`config.mk`:
```
export PLATFORM = sky130hd
export DESIGN_NAME = jk_seq_driver
export DESIGN_NICKNAME = d
export VERILOG_FILES = /design/src/rtl/jk_seq_driver.sv
export SDC_FILE = /design/constraint.sdc
export NUM_CORES = 1
export LEC_CHECK = 0
export BUFFER_PORTS_ARGS = -buffer_cell sky130_fd_sc_hd__buf_2
export CAP_MARGIN = 20
export CORE_UTILIZATION = 39
export CTS_BUF_LIST = sky130_fd_sc_hd__clkbuf_8
export CTS_CLUSTER_DIAMETER = 40
export CTS_CLUSTER_SIZE = 14
export DETAILED_ROUTE_END_ITERATION = 7
export PLACE_DENSITY = 0.55
export SLEW_MARGIN = 20
export SYNTH_ARGS = -nofsm -noshare
export SYNTH_HDL_FRONTEND = slang
export SYNTH_SLANG_ARGS = --single-unit
```
`constraint.sdc`:
```
create_clock -name clk -period 2.4 [get_ports clk]
set_input_delay 0.48 -clock clk [delete_from_list [all_inputs] [get_ports clk]]
set_output_delay 0.48 -clock clk [all_outputs]
set_load 0.005 [all_outputs]
```
`src/rtl/jk_seq_driver.sv`:
```
// jk_seq_driver
// -------------
// On-chip self-test driver/checker for a single JK storage element.
// It issues the element's reset, then runs a fixed set / hold / clear /
// toggle command sequence NUM_PASSES times. After each command it waits
// SETTLE_CYCLES quiet cycles and then compares the returned q against an
// internal JK reference model.
//
// Parameters
//   NUM_PASSES    : repetitions of the 4-operation sequence per run (>=1)
//   SETTLE_CYCLES : j=k=0 cycles after each operation before q is sampled (>=1)
//   CNT_W         : width of the saturating mismatch counter
//
// Ports
//   clk       in   system clock, rising edge
//   reset     in   asynchronous, active-high reset
//   start     in   pulse; begins a run when not busy
//   q_in      in   q returned by the element under test
//   j, k      out  JK command to the element
//   dut_reset out  reset to the element under test
//   busy      out  run in progress
//   done      out  run complete, held until the next start
//   pass      out  valid with done; 1 iff no mismatches were seen
//   err_count out  mismatches in the current/last run, saturating
//   step      out  current operation index 0..3
//
// Every output is a flop. The combinational block computes the next
// state first and then decodes the next output values from that next
// state, so the registered outputs always match the current state.

module jk_seq_driver #(
   parameter int NUM_PASSES    = 2,
   parameter int SETTLE_CYCLES = 2,
   parameter int CNT_W         = 8
) (
   input  logic             clk,
   input  logic             reset,
   input  logic             start,
   input  logic             q_in,
   output logic             j,
   output logic             k,
   output logic             dut_reset,
   output logic             busy,
   output logic             done,
   output logic             pass,
   output logic [CNT_W-1:0] err_count,
   output logic [1:0]       step
);

   localparam int PW = $clog2(NUM_PASSES + 1);
   localparam int SW = (SETTLE_CYCLES > 1) ? $clog2(SETTLE_CYCLES) : 1;

   localparam logic [PW-1:0] PASS_LAST   = PW'(NUM_PASSES);
   localparam logic [SW-1:0] SETTLE_LOAD = SW'(SETTLE_CYCLES - 1);

   typedef enum logic [2:0] {
      IDLE   = 3'd0,
      RST    = 3'd1,
      APPLY  = 3'd2,
      SETTLE = 3'd3,
      SAMPLE = 3'd4,
      DONE   = 3'd5
   } state_t;

   state_t           state;
   state_t           state_next;

   logic             exp_q;
   logic             exp_q_next;
   logic [PW-1:0]    pass_cnt;
   logic [PW-1:0]    pass_cnt_next;
   logic [PW-1:0]    pass_cnt_inc;
   logic [SW-1:0]    settle_cnt;
   logic [SW-1:0]    settle_cnt_next;

   logic             j_next;
   logic             k_next;
   logic             dut_reset_next;
   logic             busy_next;
   logic             done_next;
   logic             pass_next;
   logic [CNT_W-1:0] err_count_next;
   logic [1:0]       step_next;

   // State register.
   always_ff @(posedge clk or posedge reset) begin
      if (reset) begin
         state <= IDLE;
      end else begin
         state <= state_next;
      end
   end

   // Reference model, loop counters and registered outputs. During reset
   // the element under test is held in reset as well.
   always_ff @(posedge clk or posedge reset) begin
      if (reset) begin
         exp_q      <= 1'b0;
         pass_cnt   <= '0;
         settle_cnt <= '0;
         j          <= 1'b0;
         k          <= 1'b0;
         dut_reset  <= 1'b1;
         busy       <= 1'b0;
         done       <= 1'b0;
         pass       <= 1'b0;
         err_count  <= '0;
         step       <= 2'd0;
      end else begin
         exp_q      <= exp_q_next;
         pass_cnt   <= pass_cnt_next;
         settle_cnt <= settle_cnt_next;
         j          <= j_next;
         k          <= k_next;
         dut_reset  <= dut_reset_next;
         busy       <= busy_next;
         done       <= done_next;
         pass       <= pass_next;
         err_count  <= err_count_next;
         step       <= step_next;
      end
   end

   // Next-state logic plus reference-model and counter updates. The
   // output decode at the bottom uses only state_next and the *_next
   // values, so each output lines up with the state it belongs to.
   always_comb begin
      state_next      = state;
      exp_q_next      = exp_q;
      pass_cnt_next   = pass_cnt;
      pass_cnt_inc    = pass_cnt + 1'b1;
      settle_cnt_next = settle_cnt;
      err_count_next  = err_count;
      step_next       = step;
      j_next          = 1'b0;
      k_next          = 1'b0;
      dut_reset_next  = 1'b0;
      busy_next       = 1'b0;
      done_next       = 1'b0;
      pass_next       = 1'b0;

      case (state)
         IDLE: begin
            if (start) begin
               state_next = RST;
            end
         end

         DONE: begin
            if (start) begin
               state_next = RST;
            end
         end

         RST: begin
            err_count_next = '0;
            pass_cnt_next  = '0;
            step_next      = 2'd0;
            exp_q_next     = 1'b0;
            state_next     = APPLY;
         end

         // The element sees j/k at the edge that ends this cycle, so the
         // model advances on that same edge.
         APPLY: begin
            case (step)
               2'd0:    exp_q_next = 1'b1;
               2'd1:    exp_q_next = exp_q;
               2'd2:    exp_q_next = 1'b0;
               default: exp_q_next = ~exp_q;
            endcase
            settle_cnt_next = SETTLE_LOAD;
            state_next      = SETTLE;
         end

         SETTLE: begin
            if (settle_cnt == '0) begin
               state_next = SAMPLE;
            end else begin
               settle_cnt_next = settle_cnt - 1'b1;
            end
         end

         // The compare result is saturating: once the counter is all-ones
         // it sticks, so a badly broken element never looks healthy again.
         SAMPLE: begin
            if ((q_in != exp_q) && (err_count != '1)) begin
               err_count_next = err_count + 1'b1;
            end
            step_next  = step + 2'd1;
            state_next = APPLY;
            if (step == 2'd3) begin
               pass_cnt_next = pass_cnt_inc;
               if (pass_cnt_inc == PASS_LAST) begin
                  state_next = DONE;
               end
            end
         end

         default: begin
            state_next = IDLE;
         end
      endcase

      // Output decode for the state being entered.
      case (state_next)
         RST: begin
            dut_reset_next = 1'b1;
            busy_next      = 1'b1;
         end

         APPLY: begin
            busy_next = 1'b1;
            case (step_next)
               2'd0: begin
                  j_next = 1'b1;
                  k_next = 1'b0;
               end
               2'd1: begin
                  j_next = 1'b0;
                  k_next = 1'b0;
               end
               2'd2: begin
                  j_next = 1'b0;
                  k_next = 1'b1;
               end
               default: begin
                  j_next = 1'b1;
                  k_next = 1'b1;
               end
            endcase
         end

         SETTLE, SAMPLE: begin
            busy_next = 1'b1;
         end

         DONE: begin
            done_next = 1'b1;
            pass_next = (err_count_next == '0);
         end

         default: begin
            busy_next = 1'b0;
         end
      endcase
   end

endmodule

```
==> flow_summary.toml, run 1 <==
[setup_path]
reg2reg_depth = 5
worst_ep_arrival_time_ns = 2.32
worstPathMaxFanout = 7
start_kind = "register"
r2r_slack_ns = 0.25
critPathKind = "reg -> reg"
worstSetupEndpointType = "register"
path_cells = "xor2_1, o211ai_4, mux2i_2, or4_1, nor4_2"
max_stage_delay_ns = 0.53
critPathSlowestCell = "or4_1"
cp.required_ns = 2.57

[timing]
relSlewSlack = 0.6032
slew_viol_final = 0
max_slew.worst_pin.slew_ns = 0.5932
final.setup.tns_ns = 0
rsz0062_at_grt = "false"
timing.hold.ws_ns = 0.2381
min_period_ns = 2.149
setup_viol = 0
hold_viol = 0
fmax_mhz = 465.3
skew_ns = 0.002889
fin_crit_sh = 0.8955

[yosys]
yosysWarnings = 0
ys_async_sr_fraction = 1.000
synth_cell_types = 43
ys_seq_elements = 23
synth_fp_nets = 138
netlist_area_mm2 = 0.001285
synth_edf_count = 0
synth-main-ff-cell = "dfrtp_1"
seq_area_frac_synth = 0.4489
synth_area_per_cell_um2 = 9.884
netlist_instances = 130

[drt]
vias_per_cell = 5.226
routed_wl_um = 2597
drcViolationCount = 0
wire_per_inst_um = 13.05
vias = 1040
ant_nets = 0
drt_first_pass_iters = 4
drt_iter0_drc = 56

[floorplanning]
die_w_um = 59.40
core-area_mm2 = 0.003078
io_pins = 20
initial_utilization = 0.4175
die_y_um = 59.40
row_count = 20
die_area_mm2 = 0.003528

[power]
pwr-share-clk = 0.159
netSwitchingFraction = 0.3984
fin_total_pwr_mw = 1.483
ir_drop_v = 0.0006488
p_switching_uw = 590.7
p_leak_nw = 0.7826
p_seq_frac = 0.392
combPwrFrac = 0.449
p_int_uw = 891.9
power.density_mw_per_mm2 = 982.5

[clock_network]
clkSinkCount = 23
worst_skew_pair.late_latency_ns = 0.26
numCtsBuffers = 3
ctsHtreeMaxLevel = 1
ctsRootBufferMaster = "clkbuf_8"
post-cts-setup-buffers = 0
cts_tree = "yes"
postCtsHoldBufs = 0
clockBufferDepth = 2
post_cts_resized = 0
clk_pin_slew_worst_paths_ns = 0.08

[global_routing]
antenna_found_initial = 0
grt_pass1_vias = 1014
track_usage = 0.1668
grt_pass1_wl_um = 4416
grt_max_degree = 24
grt.overflow.total = 0

[placement]
io_buffers = 19
dp_hpwl_um = 1986
routabilityCongestion = 0.8791

[run_status]
status = "finished, final reports clean"

[min_path]
hold_class = "in -> async"

[layout]
synthToLayoutAreaGrowth_pct = 17.43
final_util = 0.4902
final.fill_count = 323
drive_gt1_frac = 0.2452
nNetsFinal = 164
diodes = 0

[flow_run]
cap_violations = 0
## power by group through the flow
stage	combinational (mW)	clock (mW)	sequential (mW)
after floorplan	0.485	0	0.583
after global placement	0.666	0	0.585
after detailed placement	0.674	0	0.589
after CTS	0.676	0.249	0.581
after global routing	0.759	0.262	0.599
final	0.666	0.236	0.581
## path summary, 6_finish.rpt
path,start,to
setup / recovery,exp_q$_DFFE_PP0P_,pass$_DFF_PP0_
hold / removal,reset,err_count[0]$_DFF_PP0_
setup reg to reg,exp_q$_DFFE_PP0P_,pass$_DFF_PP0_
min in group clk,settle_cnt$_DFFE_PP0P_,settle_cnt$_DFFE_PP0P_
max in group asynchronous,reset,dut_reset$_DFF_PP1_
hold reg to reg,settle_cnt$_DFFE_PP0P_,settle_cnt$_DFFE_PP0P_
## metrics by stage
stage / cells / worst slack (ns) / area, um2
final: 199 / 0.2509 / 1509
after global routing: 199 / 0.1573 / 1509
after floorplan: 130 / 0.3125 / 1285
after global placement: 195 / 0.1262 / 1463
after detailed placement: 195 / 0.05687 / 1463
after CTS: 199 / 0.2550 / 1509
## routing by layer
metal / global-route usage / share of wire / up-vias
met1: 0.2080 / 0.45 / 495
met3: 0.02620 / 0.032 / 2
met2: 0.2825 / 0.51 / 19
met4: 0.07483 / 0.0073 / 0
li1: - / - / 524
met5: 0 / 0 / -
## flip-flops by register name (all words and copies together) (netlist names)
name and count:
j 1, done 1, settle_cnt 1, state 3, pass 1, err_count 8, pass_cnt 2, k 1
exp_q 1, dut_reset 1, step 2, busy 1
## cells in the mapped netlist (all sizes together) (2+ instances only)
cell | instances | area [um2]
a22o | 3 | 26.28
o211a | 2 | 20.02
and3 | 2 | 12.51
o21ai | 9 | 45.04
nand4 | 3 | 25.02
nand2 | 14 | 55.06
or2 | 2 | 12.51
ha | 4 | 50.05
nor3 | 3 | 15.01
nand2b | 3 | 18.77
nand3 | 6 | 30.03
nor4 | 2 | 18.77
a21oi | 4 | 20.02
clkbuf | 2 | 7.510
or3 | 2 | 12.51
nor2 | 5 | 18.77
buf | 2 | 10.01
dfrtp | 22 | 550.5
a31oi | 2 | 12.51
o22ai | 4 | 25.02
inv | 10 | 37.54
a21o | 2 | 15.01
mux2i | 6 | 63.81
## final cells by class
type	instances	area (um2)	area share
clock buffer	3	41.29	0.02736
clock inverter	1	5.005	0.003317
inverter	10	37.54	0.02488
multi-input combinational	93	653.1	0.4328
sequential	23	576.8	0.3823
tap	44	55.05	0.03648
timing repair buffer	25	140.1	0.09287
## kinds of logic (layout without fill, tap and decap cells)
group	after synthesis	after routing	share of synthesized area
and+or+nand+nor	47	47	0.2094
AOI/OAI and AO/OA	34	34	0.1967
DFF	23	23	0.4489
buffers and inverters	14	39	0.04285
muxes	6	6	0.04966
adders and majority gates	4	4	0.03895
xor gates and xnor gates	2	2	0.01363
## worst max-delay path: cells and delay by family (launching register included)
kind	cells	cell delay, ns
compound gates	1	0.17
flops	1	0.41
simple gates	2	0.78
xor+xnor	1	0.49
mux	1	0.20
## layout by cell type (no fill, tap or decap), drive strengths merged, types with 2 or more instances in the layout
cell type | netlist | routed
clkbuf | 2 | 3
dfrtp | 22 | 22
nor2 | 5 | 5
ha | 4 | 4
nand4 | 3 | 3
nand2b | 3 | 3
a21oi | 4 | 4
a21o | 2 | 2
and3 | 2 | 2
nand2 | 14 | 14
nand3 | 6 | 6
buf | 2 | 25
or3 | 2 | 2
mux2i | 6 | 6
o211a | 2 | 2
a22o | 3 | 3
o22ai | 4 | 4
a31oi | 2 | 2
inv | 10 | 10
nor4 | 2 | 2
o21ai | 9 | 9
or2 | 2 | 2
nor3 | 3 | 3
No activity file was read; power rests on OpenSTA's default activity.
==> inputs of run 2 (changes only) <==
--- a/config.mk
+++ b/config.mk
@@ -5,6 +5,7 @@
 export SDC_FILE = /design/constraint.sdc
 export NUM_CORES = 1
 export LEC_CHECK = 0
+export ABC_AREA = 0
 export BUFFER_PORTS_ARGS = -buffer_cell sky130_fd_sc_hd__buf_2
 export CAP_MARGIN = 20
 export CORE_UTILIZATION = 39
@@ -12,7 +13,7 @@
 export CTS_CLUSTER_DIAMETER = 40
 export CTS_CLUSTER_SIZE = 14
 export DETAILED_ROUTE_END_ITERATION = 7
-export PLACE_DENSITY = 0.55
+export PLACE_DENSITY = 0.58
 export SLEW_MARGIN = 20
 export SYNTH_ARGS = -nofsm -noshare
 export SYNTH_HDL_FRONTEND = slang
==> constraint.sdc (replaced) <==
create_clock -name clk -period 1.85 [get_ports clk]
set_input_delay 0.37 -clock clk [delete_from_list [all_inputs] [get_ports clk]]
set_output_delay 0.37 -clock clk [all_outputs]
set_load 0.005 [all_outputs]
==> flow_summary.toml, run 2 (synthesis results as in run 1) <==
[setup_path]
critPathKind = "reg -> reg"
worstSetupEndpointType = "register"
cp.required_ns = 2.01
start_kind = "register"
worstPathMaxFanout = 5
worst_ep_arrival_time_ns = 2.07

[floorplanning]
die_y_um = 59.40
row_count = 20
core-area_mm2 = 0.003078
die_w_um = 59.40
initial_utilization = 0.4175
die_area_mm2 = 0.003528
io_pins = 20

[global_routing]
track_usage = 0.1898
grt.overflow.total = 0
grt_pass1_wl_um = 5016
antenna_found_initial = 0
grt_max_degree = 14
grt_pass1_vias = 1125

[placement]
placed_cell_area_mm2 = 0.001605
dp_cells = 212
io_buffers = 19
post-place-ws_ns = -0.1463
routabilityCongestion = 0.8084
dp_hpwl_um = 2314

[layout]
synthToLayoutAreaGrowth_pct = 33.11
top_regs = "err_count x8, state x3"
diodes = 0
finalNonFillerCells = 217
final_cell_mix = "dfrtp_1, buf_4, buf_2, nand2_1, inv_1"
finalInstanceArea_mm2 = 0.001710
final_common_cell = "dfrtp_1"
nNetsFinal = 182
largest_register = "err_count"
largest_reg_flops = 8
drive_gt1_frac = 0.3526

[drt]
drt_first_pass_iters = 4
drt_iter0_drc = 49
drcViolationCount = 0
vias_per_cell = 5.267
vias = 1143
routed_wl_um = 3024
wire_per_inst_um = 13.94
ant_nets = 0

[power]
ir_drop_v = 0.0007105
p_switching_uw = 813.5
p_int_mw = 1.249
combPwrFrac = 0.493
netSwitchingFraction = 0.3943
p_seq_frac = 0.361
pwr-share-clk = 0.146
power.density_mw_per_mm2 = 1206
p_leak_nw = 0.8859

[min_path]
hold_class = "in -> async"

[clock_network]
numCtsBuffers = 3
ctsRootBufferMaster = "clkbuf_8"
ctsHtreeMaxLevel = 1
clkSinkCount = 23
cts_tree = "yes"
postCtsHoldBufs = 0
clockBufferDepth = 2
clk_pin_slew_worst_paths_ns = 0.08
worst_skew_pair.late_latency_ns = 0.26

[timing]
fmax_mhz = 524.2
setup_viol = 1
min_period_ns = 1.907
skew_ns = 0.004569
hold_viol = 0
fin_ws_ns = -0.05749
max_slew.worst_pin.slew_ns = 0.5020
rsz0062_at_grt = "true"
slew_viol_final = 0
fin_crit_sh = 1.031
relSlewSlack = 0.6650

[flow_run]
cap_violations = 0

[run_status]
status = "finished, violations left"
violations = "setup timing"
## run 2: cell count changes in the layout (fill, tap and decap cells not counted), sizes merged
cell	before	now
clkinv	1	0
buf	25	43
inv	10	11
## run 2: area by class of cell
class / count / area [um2]
Tap cell: 44 / 55.05
Clock buffer: 3 / 41.29
Sequential cell: 23 / 576.8
Multi-Input combinational cell: 93 / 709.4
Fill cell: 290 / 1368
Clock inverter: 1 / 3.754
Timing Repair Buffer: 43 / 286.5
Inverter: 10 / 37.54
## run 2: critical path: stages (launching register included)
cell	delay (ns)
dfrtp_1	0.42
nor3b_4	0.20
buf_6	0.15
buf_6	0.10
nand4_1	0.07
o311a_1	0.32
a2111o_1	0.31
nor4_2	0.23
## run 2: layer usage
metal	wire length, um	GRT usage	vias up
met5	0	0	-
met4	57	0.09184	0
met3	91	0.03275	8
met2	1590	0.3323	23
met1	1285	0.2228	541
li1	-	-	571
## run 2: metrics by stage
| stage | power, mW | hold slack [ns] | util | TNS, ns |
|---|---|---|---|---|
| floorplan | 1.391 | 0.3712 | - | -0.001008 |
| global placement | 1.682 | 0.4083 | 0.5215 | -0.06591 |
| detailed placement | 1.706 | 0.4236 | 0.5215 | -0.1463 |
| CTS | 2.073 | 0.1364 | 0.5512 | -0.08657 |
| global route | 2.237 | 0.1718 | 0.5557 | -0.1042 |
| finish | 2.063 | 0.1197 | 0.5557 | -0.05749 |
## run 2: timing repair
action | 4_1_cts | 5_1_grt
endpoints found under the setup margin | 1 | 1
setup buffers | 1 | 1
pin swaps | 4 | 7
endpoints found under the hold margin | 0 | 0
gates resized for setup | 6 | 3
## run 2: path summary, 6_finish.rpt
path	start	end	slack (ns)	cells after the start
worst min register to register	pass_cnt[1]$_DFFE_PP0P_	pass_cnt[1]$_DFFE_PP0P_	0.51	1
min in group clk	pass_cnt[1]$_DFFE_PP0P_	pass_cnt[1]$_DFFE_PP0P_	0.51	1
worst max register to register	state[0]$_DFF_PP0_	pass$_DFF_PP0_	-0.06	7
max in group asynchronous	reset	err_count[7]$_DFF_PP0_	1.18	3
worst max-delay path	state[0]$_DFF_PP0_	pass$_DFF_PP0_	-0.06	7
worst min-delay path	reset	pass_cnt[1]$_DFFE_PP0P_	0.12	2
## run 2: power by group through the flow
stage	Sequential [mW]	Clock, mW	Combinational (mW)
2_1_floorplan	0.760	0	0.631
3_3_place_gp	0.739	0	0.942
3_5_place_dp	0.746	0	0.960
4_1_cts	0.744	0.318	1.01
5_1_grt	0.761	0.333	1.14
6_report	0.744	0.302	1.02
==> inputs of run 3 (changes only) <==
--- a/config.mk
+++ b/config.mk
@@ -8,12 +8,15 @@
 export ABC_AREA = 0
 export BUFFER_PORTS_ARGS = -buffer_cell sky130_fd_sc_hd__buf_2
 export CAP_MARGIN = 20
+export CELL_PAD_IN_SITES_DETAIL_PLACEMENT = 1
+export CELL_PAD_IN_SITES_GLOBAL_PLACEMENT = 1
 export CORE_UTILIZATION = 39
 export CTS_BUF_LIST = sky130_fd_sc_hd__clkbuf_8
 export CTS_CLUSTER_DIAMETER = 40
 export CTS_CLUSTER_SIZE = 14
 export DETAILED_ROUTE_END_ITERATION = 7
-export PLACE_DENSITY = 0.58
+export GPL_TIMING_DRIVEN = 0
+export PLACE_DENSITY = 0.72
 export SLEW_MARGIN = 20
 export SYNTH_ARGS = -nofsm -noshare
 export SYNTH_HDL_FRONTEND = slang
==> flow_summary.toml, run 3 (synthesis results as in run 1) <==
[timing]
rsz0062_at_grt = "true"
slew_viol_final = 0
min_period_ns = 1.877
fin_crit_sh = 1.015
relSlewSlack = 0.4151
hold_viol = 0
max_slew.worst_pin.slew_ns = 0.8764
fmax_mhz = 532.7
fin_ws_ns = -0.02726
setup_viol = 1
skew_ns = 0.004791

[setup_path]
timing.rr.start = "state[0]$_DFF_PP0_"
worstSetupEndpointType = "register"
critPathKind = "reg -> reg"
cp-startpoint = "state[0]$_DFF_PP0_"
crit_end = "pass$_DFF_PP0_"
r2r-end = "pass$_DFF_PP0_"
worstPathMaxFanout = 7
path_cells = "nor3b_4, buf_12, o211ai_4, mux2i_2, or4_1, nor4_2"
max_stage_delay_ns = 0.50
reg2reg_depth = 6
crit_family = "simple AND/OR/NAND/NOR gates"
worst_ep_arrival_time_ns = 2.05
start_kind = "register"
cp.required_ns = 2.03
crit_cells = 6
path_buf_inv = 1
critPathSlowestCell = "or4_1"
r2r_slack_ns = -0.03

[layout]
largest_register = "err_count"
nNetsFinal = 168
synthToLayoutAreaGrowth_pct = 23.86
top_regs = "err_count x8, state x3"
final_util = 0.5171
drive_gt1_frac = 0.3082
final_common_cell = "buf_2"
diodes = 0
largest_reg_flops = 8
final.fill_count = 363
final_cell_mix = "buf_2, dfrtp_1, nand2_1, inv_1, o21ai_0"

[clock_network]
cts_tree = "yes"
postCtsHoldBufs = 0
worst_skew_pair.late_latency_ns = 0.27
ctsRootBufferMaster = "clkbuf_8"
clockBufferDepth = 2
numCtsBuffers = 3
ctsHtreeMaxLevel = 1
clk_pin_slew_worst_paths_ns = 0.08
clkSinkCount = 23

[placement]
dp_hpwl_um = 2222
io_buffers = 19
routabilityCongestion = 0.7897
post-place-ws_ns = -0.2145

[global_routing]
grt_pass1_wl_um = 5292
grt_pass1_vias = 1155
track_usage = 0.2041
grt.overflow.total = 0
antenna_found_initial = 0
grt_max_degree = 24

[floorplanning]
io_pins = 20
core-area_mm2 = 0.003078
row_count = 20
die_area_mm2 = 0.003528
die_w_um = 59.40
die_y_um = 59.40
initial_utilization = 0.4175

[power]
p_leak_nw = 0.7988
power.density_mw_per_mm2 = 1295
fin_total_pwr_mw = 2.061
ir_drop_v = 0.0008916

[drt]
drt_first_pass_iters = 4
drt_iter0_drc = 35
ant_nets = 0
drcViolationCount = 0
vias_per_cell = 5.236
wire_per_inst_um = 15.22
routed_wl_um = 3089
vias = 1063

[min_path]
hold_class = "in -> async"

[run_status]
status = "finished, violations left"
violations = "setup timing"

[flow_run]
cap_violations = 0
[run 3: changes by cell type in the layout (fill, tap and decap cells not counted), sizes merged]
cell,previous run,this run
buf,43,27
clkbuf,3,5
clkinv,0,1
inv,11,10
[run 3: worst reg2reg max path, cell delays in order (launching register included)]
cell and delay [ns]:
dfrtp_2 0.45, nor3b_4 0.24, buf_12 0.15, o211ai_4 0.12, mux2i_2 0.19, or4_1 0.50
nor4_2 0.14
[run 3: stage by stage]
step	setup TNS (ns)	instances	instance area [um2]	hold slack, ns
after global routing	-0.1554	203	1592	0.3540
after floorplan	-0.001008	130	1300	0.3712
after detailed placement	-0.2145	193	1450	0.4992
after CTS	-0.02801	203	1585	0.3170
final	-0.02726	203	1592	0.2772
after global placement	-0.2170	193	1450	0.4891
[run 3: worst min path at each step]
stage / from / endpoint / slack [ns] / depth (start not counted)
floorplan: reset / busy$_DFF_PP0_ / 0.37 / 1
global placement: pass_cnt[1]$_DFFE_PP0P_ / pass_cnt[1]$_DFFE_PP0P_ / 0.49 / 1
detailed placement: pass_cnt[1]$_DFFE_PP0P_ / pass_cnt[1]$_DFFE_PP0P_ / 0.50 / 1
CTS: reset / settle_cnt$_DFFE_PP0P_ / 0.32 / 2
global route: reset / done$_DFF_PP0_ / 0.35 / 2
finish: reset / busy$_DFF_PP0_ / 0.28 / 2
[run 3: what timing repair did]
action                     4_1_cts  5_1_grt
setup buffers                    6        0
setup endpoints to repair        1        1
gates resized for setup          7        2
pin swaps                        2        0
[run 3: report_power, final]
part	leakage, nW	internal (mW)	switching [mW]	total [mW]
clock network	0.0255	0.150	0.159	0.309
registers	0.297	0.641	0.117	0.758
logic	0.476	0.426	0.568	0.994
[run 3: routing by layer]
layer | track usage | routed length [um] | vias up
met4 | 0.08163 | 60 | 0
met2 | 0.3644 | 1660 | 14
met5 | 0 | 0 | -
met1 | 0.2407 | 1299 | 512
met3 | 0.03493 | 69 | 7
li1 | - | - | 530
[run 3: final cells by class]
| class | instances | area, um2 | area share |
|---|---|---|---|
| Buffer | 4 | 23.77 | 0.01494 |
| Tap cell | 44 | 55.05 | 0.03459 |
| Sequential cell | 23 | 580.6 | 0.3648 |
| Clock buffer | 3 | 41.29 | 0.02594 |
| Inverter | 10 | 37.54 | 0.02358 |
| Clock inverter | 1 | 5.005 | 0.003145 |
| Multi-Input combinational cell | 93 | 695.7 | 0.4371 |
| Timing Repair Buffer | 25 | 152.6 | 0.09591 |
